$ cat src/rtl/accumulator_mc.sv
// Multi-channel running-sum accumulator with wrap/saturate overflow, sticky
// per-channel overflow flags and a single-entry registered valid/ready readout slot.
module accumulator_mc #(
  parameter int DATA_W   = 8,
  parameter int SUM_W    = 16,
  parameter int CHANNELS = 4,
  parameter int SATURATE = 0,
  parameter int CH_W     = $clog2(CHANNELS)
) (
  input  logic                clk,
  input  logic                rst,
  input  logic                in_valid,
  input  logic [CH_W-1:0]     in_ch,
  input  logic [DATA_W-1:0]   data_in,
  input  logic                clear,
  input  logic                rd_req,
  input  logic [CH_W-1:0]     rd_ch,
  input  logic                rd_clear,
  output logic [SUM_W-1:0]    sum,
  output logic [CH_W-1:0]     sum_ch,
  output logic                sum_valid,
  input  logic                sum_ready,
  output logic [CHANNELS-1:0] overflow
);

  typedef enum logic {S_IDLE, S_HOLD} state_t;

  state_t              r_state;
  logic [SUM_W-1:0]    r_acc [CHANNELS];
  logic [CHANNELS-1:0] r_ovf;
  logic [SUM_W-1:0]    r_sum;
  logic [CH_W-1:0]     r_sumCh;
  logic                r_sumValid;

  logic                w_inHit;
  logic                w_rdHit;
  logic                w_rdAccept;
  logic [SUM_W:0]      w_wide;
  logic [SUM_W-1:0]    w_addVal;
  logic [CHANNELS-1:0] w_clr;
  logic [CHANNELS-1:0] w_add;

  assign w_inHit    = 32'(in_ch) < CHANNELS;
  assign w_rdHit    = 32'(rd_ch) < CHANNELS;
  // A held readout blocks new requests unless the consumer takes it this cycle.
  assign w_rdAccept = rd_req && w_rdHit && (r_state == S_IDLE || sum_ready);

  // Only one channel can accumulate per cycle, so a single adder serves them all.
  assign w_wide   = {1'b0, r_acc[in_ch]} + {{(SUM_W + 1 - DATA_W){1'b0}}, data_in};
  assign w_addVal = (w_wide[SUM_W] && SATURATE != 0) ? {SUM_W{1'b1}} : w_wide[SUM_W-1:0];

  always_comb begin
    w_clr = '0;
    w_add = '0;
    for (int c = 0; c < CHANNELS; c++) begin
      w_clr[c] = (clear && w_inHit && in_ch == CH_W'(c)) ||
                 (w_rdAccept && rd_clear && rd_ch == CH_W'(c));
      w_add[c] = in_valid && w_inHit && in_ch == CH_W'(c);
    end
  end

  always_ff @(posedge clk) begin
    if (!rst) begin
      for (int c = 0; c < CHANNELS; c++) r_acc[c] <= '0;
      r_ovf <= '0;
    end else begin
      for (int c = 0; c < CHANNELS; c++) begin
        if (w_clr[c]) begin
          r_acc[c] <= '0;
          r_ovf[c] <= 1'b0;
        end else if (w_add[c]) begin
          r_acc[c] <= w_addVal;
          if (w_wide[SUM_W]) r_ovf[c] <= 1'b1;
        end
      end
    end
  end

  // Readout captures the accumulator value from before this edge's update.
  always_ff @(posedge clk) begin
    if (!rst) begin
      r_state    <= S_IDLE;
      r_sum      <= '0;
      r_sumCh    <= '0;
      r_sumValid <= 1'b0;
    end else begin
      case (r_state)
        S_IDLE: begin
          if (w_rdAccept) begin
            r_sum      <= r_acc[rd_ch];
            r_sumCh    <= rd_ch;
            r_sumValid <= 1'b1;
            r_state    <= S_HOLD;
          end
        end
        S_HOLD: begin
          if (sum_ready) begin
            if (w_rdAccept) begin
              r_sum   <= r_acc[rd_ch];
              r_sumCh <= rd_ch;
            end else begin
              r_sumValid <= 1'b0;
              r_state    <= S_IDLE;
            end
          end
        end
        default: r_state <= S_IDLE;
      endcase
    end
  end

  assign sum       = r_sum;
  assign sum_ch    = r_sumCh;
  assign sum_valid = r_sumValid;
  assign overflow  = r_ovf;

endmodule

$ cat config.mk
export PLATFORM = sky130hd
export DESIGN_NAME = accumulator_mc
export DESIGN_NICKNAME = d
export VERILOG_FILES = /design/src/rtl/accumulator_mc.sv
export SDC_FILE = /design/constraint.sdc
export NUM_CORES = 1
export LEC_CHECK = 0
export ABC_AREA = 0
export CORE_MARGIN = 1.5
export CORE_UTILIZATION = 52
export DETAILED_ROUTE_END_ITERATION = 6
export GPL_TIMING_DRIVEN = 0
export PLACE_DENSITY = 0.87
export SLEW_MARGIN = 10
export SYNTH_ARGS = -nofsm -noshare
export SYNTH_HDL_FRONTEND = slang
export SYNTH_SLANG_ARGS = --single-unit
export TNS_END_PERCENT = 50
$ cat constraint.sdc
create_clock -name clk -period 3.61 [get_ports clk]
set_input_delay 0.5415 -clock clk [delete_from_list [all_inputs] [get_ports clk]]
set_output_delay 0.5415 -clock clk [all_outputs]
set_load 0.05 [all_outputs]
# == After elaboration in Yosys (flattened, before gate mapping) ==
# Memory sizes are Yosys's and may differ from the RTL's.
# Cells that the tools add are included.
# totals
ff_bits,24
ram_bits,64
inputBits,19
out_inout_bits,23
word_cells,109
n_memories,1
# mem_list
name,words,word_bits,read_ports,rd_clocked_by_memory_dff,wr,line_no,source
r_acc,4,16,2,0,4,29,logic [SUM_W-1:0] r_acc [CHANNELS];
# classes
n_addsub,1
n_eq_ne,9
mux,50
n_bitwise,10
reduce_logical,30
# op_table
operator,count
two-way mux 16 bit,10
two-way mux 1 bit,34
case mux 16 bit (2 select lines),1
adder 16 x 8 -> 17 bit,1
logical AND 1 bit,14
equality test 2 bit (second input constant),4
OR 1 bit,8
AND reduction 2 bit,4
OR reduction 2 bit,4
inequality test 2 bit (second input constant),3
logical OR 1 bit,5
equality test 2 x 1 -> 1 bit (second input constant),2
zero test 2 bit,2
two-way mux 2 bit,2
case mux 1 bit (2 select lines),2
case mux 2 bit (2 select lines),1
AND reduction 3 bit,1
NOT 1 bit,2

# == Longest topological paths before layout ==
# Gate-level depths: netlist (run 1).
# depth
depth_word,11
mapped_depth,13
depth_no_buf,10

# == Worst setup path after synthesis (run 1) ==
# Ideal clock, no wire load.
# synth_timing
path_kind,input port to flip-flop
from,input in_ch[0]
to,"memory r_acc[0][0], enable pin"
setup_ps,447
arrival_ps,3025
t_required_ps,3163
path_slack_ps,138
cell_stages,4
path_buffers,3
cell_sequence,buf_6 > buf_12 > buf_2 > o311ai_0
# synth_lines
element,line_no,source
start: declaration,13,"input logic [CH_W-1:0] in_ch,"
end: declaration,29,

==> results of run 1 <==
## metrics by stage
step | instance area (µm²) | setup slack, ns | cells
4_1_cts | 5310 | 0.0616 | 543
3_5_place_dp | 5150 | -0.907 | 528
3_3_place_gp | 5080 | -2.04 | 523
5_1_grt | 5330 | -0.00139 | 543
2_1_floorplan | 4570 | 0.138 | 377
6_report | 5330 | 0.0509 | 543
## final timing paths
check | slack, ns | cells past startpoint | endpoint
worst max register to register | 0.60 | 10 | r_acc[3][6]
worst min-delay path | 0.46 | 2 | sum[10]
worst min register to register | 0.46 | 2 | sum[10]
worst max-delay path | 0.05 | 12 | r_acc[3][6]
## report_power, final
group,switching (mW),internal (mW),total [mW]
sequential,0.0254,1.14,1.17
combinational,0.265,0.178,0.442
clock,0.361,0.250,0.611
total,0.651,1.57,2.22
## sequential cells by signal (all words and copies together) (netlist names)
| register | count |
|---|---|
| overflow | 4 |
| r_acc | 64 |
| sum_valid | 1 |
| sum | 16 |
| r_state | 1 |
| sum_ch | 2 |
## worst max-delay path: stages
cell	delay [ns]
clkdlybuf4s50_1	0.63
buf_6	0.28
mux4_2	0.34
ha_1	0.24
inv_1	0.08
fa_1	0.22
nor2b_1	0.06
o21a_1	0.20
o21ai_0	0.37
a21oi_1	0.18
a2111oi_4	0.44
nor2_1	0.08
## routing by layer
layer / global-route usage [%] / vias up
met5: 0 / -
li1: - / 1502
met2: 39.2 / 172
met4: 10.0 / 0
met1: 29.1 / 1594
met3: 4.19 / 18
## layout make-up
| type | instances | area (µm²) | area share [%] |
|---|---|---|---|
| multi-input combinational | 259 | 2060 | 38.5 |
| sequential | 88 | 2400 | 45.0 |
| inverter | 10 | 37.5 | 0.704 |
| buffer | 19 | 110 | 2.06 |
| timing repair buffer | 43 | 429 | 8.05 |
| clock buffer | 11 | 131 | 2.46 |
| clock inverter | 5 | 32.5 | 0.610 |
| tap | 108 | 135 | 2.53 |
## logic make-up (layout without fill, tap and decap cells)
family                   Yosys count  after routing
AO/OA/AOI/OAI                     60             60
XOR/XNOR                          11             11
adder cells (fa/ha/maj)            9              9
buffers and inverters             30             88
flip-flops                        88             88
multiplexers                      33             33
AND/OR/NAND/NOR                  146            146
## cell usage in the layout, fill, tap and decap left out, types with 10 or more instances in the layout
cell type / n
a21boi_0: 19
dfxtp_1: 24
edfxtp_1: 64
nor2_1: 71
a21oi_1: 11
nand2_1: 52
clkdlybuf4s50_1: 38
mux4_2: 31
inv_1: 10
clkbuf_1: 10
## timing repair
item	4_1_cts	5_1_grt
resized for setup	1	3
setup endpoints to repair	50	14
gates cloned	0	0
==> impl_metrics.py, run 1 <==
metrics = {
    "sta": {
        "timing.hold.ws_ns": 0.462,
        "tns_ns": 0,
        "final-hold-violation-count": 0,
        "max_freq_ghz": 0.281,
        "finalSetupViolCount": 0,
        "slew_viol_final": 0,
        "fin_crit_ns": 3.56,
        "worst_pin_slew_ns": 1.00,
        "skew_ns": 0.00730,
        "maxSlewHeadroom_pct": 32.9,
        "period_share_pct": 98.6,
    },
    "yosys": {
        "netlist_area_um2": 4570,
        "muxShareOfSynthArea_pct": 15.7,
        "ys.flop_type": "edfxtp_1",
        "synth_cell_types": 48,
        "synth-compound-area-share_pct": 10.0,
        "synth_fa_ha_area_share_pct": 2.63,
        "synthSimpleGateAreaFrac_pct": 13.6,
        "synthMostInstantiatedCell": "nor2_1",
        "synth_edf_count": 64,
        "synth_nets": 405,
        "yosys_warnings": 0,
        "synth_area_per_cell_um2": 12.1,
        "postSynthCellCount": 377,
        "synth_top_family_by_area": "multiplexers",
        "synthXorXnorAreaFrac_pct": 2.27,
        "ys_ff_latch": 88,
        "seq_area_frac_synth_pct": 52.6,
        "synth_top_area_share_pct": 42.1,
        "synth.largest_area_cell": "edfxtp_1",
        "async_reset_ff_share_pct": 0,
        "synth_common_cells": "nor2_1, edfxtp_1, nand2_1",
        "synth_area_leaders": "edfxtp_1, mux4_2, dfxtp_1",
    },
    "floorplanning": {
        "die-area_um2": 9360,
        "initial_utilization_pct": 52.9,
        "die_h_um": 96.7,
        "core_um2": 8640,
        "ios": 42,
        "die_width_um": 96.7,
        "rows": 34,
    },
    "worst_hold_path": {
        "worstHoldStart": "sum[10]",
        "holdCritPathClass": "reg2reg",
    },
    "clock_tree": {
        "numCtsBuffers": 9,
        "clkLatencyLatePin_ns": 0.37,
        "cts-root-buf": "clkbuf_8",
        "cts-htree-levels": 3,
        "numClockSinks": 88,
        "tritoncts": "built",
        "ctsLongestPathBuffers": 2,
        "post_cts_buffers": 0,
        "clk_pin_slew_ns": 0.09,
        "hold_buffers": 0,
    },
    "setup_path": {
        "end_kind": "flop",
        "critPathLaunchType": "input port",
        "crit-reg2reg-launch": "r_acc[3][0]",
        "critPathRequiredTime_ns": 3.71,
        "cp_data_arrival_time_ns": 3.66,
        "worstSetupPathType": "in2reg",
        "crit_fanout": 19,
        "cp-startpoint": "in_ch[1]",
    },
    "finish": {
        "area_growth_pct": 16.7,
        "drive_above_1_share_pct": 16.8,
        "diodes": 0,
        "final_util_pct": 61.8,
        "nNetsFinal": 458,
        "fillerInstances": 647,
    },
    "power": {
        "peakVddDrop_mv": 0.176,
        "power_density_nw_per_um2": 417,
        "p_leak_nw": 1.86,
        "finalPower_mw": 2.22,
    },
    "drt": {
        "post_drt_wl_per_cell_um": 19.1,
        "drtAntennaViolNets": 0,
        "drc": 0,
        "wl_met2_um": 5270,
        "top_layer": "met4",
        "drt_iter0_markers": 344,
        "wl_met3_um": 820,
        "wl_met1_um": 4040,
        "dr.pass1.iters": 5,
        "viasPerCell": 6.05,
        "dr_total_vias": 3286,
        "wl_um": 10400,
    },
    "global_routing": {
        "grt_pass1_wl_um": 16400,
        "grt_pass1_vias": 3306,
        "antenna_found_initial": 0,
        "grt_start_max_net_pins": 20,
        "gr-usage-all-layers_pct": 23.1,
        "gr-total-overflow": 0,
    },
    "outcome": {
        "status": "complete, no violations",
    },
    "placed_design": {
        "port_buffers": 38,
        "dp_hpwl_um": 7440,
        "place_congestion": 0.901,
    },
    "run": {
        "drv_cap": 0,
    },
}
(Power assumes the default switching activity.)
==> run 2, diff against run 1 <==
--- a/config.mk
+++ b/config.mk
@@ -6,11 +6,11 @@
 export NUM_CORES = 1
 export LEC_CHECK = 0
 export ABC_AREA = 0
-export CORE_MARGIN = 1.5
-export CORE_UTILIZATION = 52
+export CORE_MARGIN = 10
+export CORE_UTILIZATION = 33
 export DETAILED_ROUTE_END_ITERATION = 6
 export GPL_TIMING_DRIVEN = 0
-export PLACE_DENSITY = 0.87
+export PLACE_DENSITY = 0.64
 export SLEW_MARGIN = 10
 export SYNTH_ARGS = -nofsm -noshare
 export SYNTH_HDL_FRONTEND = slang
==> impl_metrics.py, run 2 (synthesis results as in run 1) <==
metrics = {
    "placed_design": {
        "dp_slack_ns": -0.908,
        "place_congestion": 0.877,
        "port_buffers": 38,
        "dp_cells": 596,
        "dp_hpwl_um": 8040,
    },
    "power": {
        "finalPower_mw": 2.56,
        "p_seq_share_pct": 45.7,
        "clkPwrFrac_pct": 37.1,
        "combPwrFrac_pct": 17.2,
        "p_leak_nw": 1.92,
        "peakVddDrop_mv": 0.220,
        "power_density_nw_per_um2": 461,
        "power.switching_mw": 0.656,
        "intPower_mw": 1.90,
        "swShare_pct": 25.6,
    },
    "sta": {
        "period_share_pct": 93.7,
        "skew_ns": 0.00460,
        "worst_slack_ns": 0.229,
        "slew_viol_final": 0,
        "maxSlewHeadroom_pct": 35.3,
        "worst_pin_slew_ns": 0.967,
        "max_freq_ghz": 0.296,
        "fin_crit_ns": 3.38,
        "finalSetupViolCount": 0,
        "final-hold-violation-count": 0,
        "rsz0062_at_grt": "false",
    },
    "clock_tree": {
        "numCtsBuffers": 9,
        "numClockSinks": 88,
        "cts-htree-levels": 3,
        "clkLatencyLatePin_ns": 0.34,
        "ctsLongestPathBuffers": 2,
        "clk_pin_slew_ns": 0.06,
        "tritoncts": "built",
        "cts-root-buf": "clkbuf_16",
    },
    "finish": {
        "multiInputGateArea_um2": 2050,
        "drive_above_1_share_pct": 16.1,
        "area_growth_pct": 21.6,
        "largest_reg_flops": 64,
        "fin_cells": 611,
        "seqCellArea_um2": 2400,
        "final_common_cell": "nor2_1",
        "final_util_pct": 41.5,
        "diodes": 0,
        "fillerInstances": 1242,
        "layout_common_cells": "nor2_1, edfxtp_1, nand2_1",
        "top_register": "r_acc",
        "nNetsFinal": 458,
    },
    "floorplanning": {
        "core_um2": 13400,
        "rows": 42,
        "die_h_um": 138,
        "die_width_um": 138,
        "ios": 42,
        "initial_utilization_pct": 34.1,
        "die-area_um2": 19000,
    },
    "global_routing": {
        "antenna_found_initial": 0,
        "gr-usage-all-layers_pct": 12.0,
        "grt_pass1_vias": 3196,
        "grt_start_max_net_pins": 20,
        "gr-total-overflow": 0,
        "grt_pass1_wl_um": 17000,
    },
    "drt": {
        "dr_total_vias": 3156,
        "drt_iter0_markers": 292,
        "wl_met1_um": 4420,
        "wl_um": 10900,
        "drtAntennaViolNets": 0,
        "drc": 0,
        "post_drt_wl_per_cell_um": 17.8,
        "wl_met3_um": 968,
        "wl_met2_um": 5280,
        "dr.pass1.iters": 4,
        "viasPerCell": 5.17,
        "top_layer": "met4",
    },
    "setup_path": {
        "end_kind": "flop",
        "worstSetupPathType": "in2reg",
        "critPathTopFamily": "buffers and inverters",
        "cp_data_arrival_time_ns": 3.56,
        "cpMostUsedCell": "o21a_1",
        "max_stage_delay_ns": 0.64,
        "path_cells": "clkdlybuf4s50_1, buf_8, mux4_2, ha_1, inv_1, fa_1, nor2b_1, o21a_1, o21a_1, o211ai_4, or3_4, a21oi_1",
        "crit-reg2reg-launch": "r_acc[3][5]",
        "reg2reg_slack_ns": 0.82,
        "slowest_stage": "clkdlybuf4s50_1",
        "r2r-end": "r_acc[2][15]",
        "critPathLaunchType": "input port",
        "critPathBufInv": 3,
        "critPathRequiredTime_ns": 3.79,
        "crit_fanout": 19,
        "reg2regPathDepth": 8,
    },
    "run": {
        "drv_cap": 0,
    },
    "worst_hold_path": {
        "worstHoldStart": "sum[3]",
        "min_to": "sum[3]",
        "hold_depth": 2,
        "holdCritPathClass": "reg2reg",
    },
    "outcome": {
        "status": "complete, no violations",
    },
}
-- run 2: changes by cell type in the layout (fill, tap and decap cells not counted), sizes merged --
cell | before | now
clkinvlp | 1 | 0
clkinv | 3 | 0
bufinv | 0 | 1
clkbuf | 19 | 22
-- run 2: final cells by class --
class	instances	share of cell area, %
Sequential cell	88	43.2
Multi-Input combinational cell	259	36.9
Timing Repair Buffer	43	7.79
Clock buffer	14	4.77
Tap cell	176	3.96
Buffer	19	2.05
Inverter	10	0.676
Clock inverter	2	0.653
-- run 2: per-layer routing --
metal | track usage (%) | vias to the layer above
met5 | 0 | -
met2 | 19.6 | 117
met4 | 5.09 | 0
met3 | 3.24 | 17
li1 | - | 1504
met1 | 14.6 | 1518
-- run 2: worst max-delay path by stage --
| stage | start | to | slack [ns] | cells after the start |
|---|---|---|---|---|
| 2_1_floorplan | in_ch[0] | r_acc[0][0] | 0.14 | 4 |
| 3_3_place_gp | in_ch[1] | r_acc[0][7] | -2.25 | 4 |
| 3_5_place_dp | in_ch[1] | r_acc[3][6] | -0.91 | 13 |
| 4_1_cts | in_ch[1] | r_acc[3][6] | 0.03 | 12 |
| 5_1_grt | in_ch[1] | r_acc[2][14] | 0.03 | 12 |
| 6_report | in_ch[1] | r_acc[0][14] | 0.23 | 12 |
-- run 2: repair_timing --
item	CTS	global route
setup buffers	0	0
pin swaps	0	0
hold buffers	0	0
endpoints found under the setup margin	52	18
resized for setup	1	4
endpoints found under the hold margin	0	0
-- run 2: power groups by stage --
stage,clock network [mW],logic [mW],registers [mW]
final,0.948,0.440,1.17
after global routing,1.01,0.480,1.18
after CTS,0.962,0.436,1.17
after detailed placement,0,0.434,1.19
after global placement,0,0.418,1.19
after floorplan,0,0.262,1.23
-- run 2: worst min-delay path, cell delays in order, from the launching register on --
cell      delay [ns]
dfxtp_1         0.31
nand2_1         0.04
a21boi_0        0.06
-- run 2: per-stage QoR --
step           hold slack (ns)  area [µm²]  setup TNS (ns)
2_1_floorplan            0.501        4570               0
3_3_place_gp             0.452        5170          -77.24
3_5_place_dp             0.458        5240          -37.14
4_1_cts                  0.466        5540               0
5_1_grt                  0.490        5560               0
6_report                 0.460        5560               0
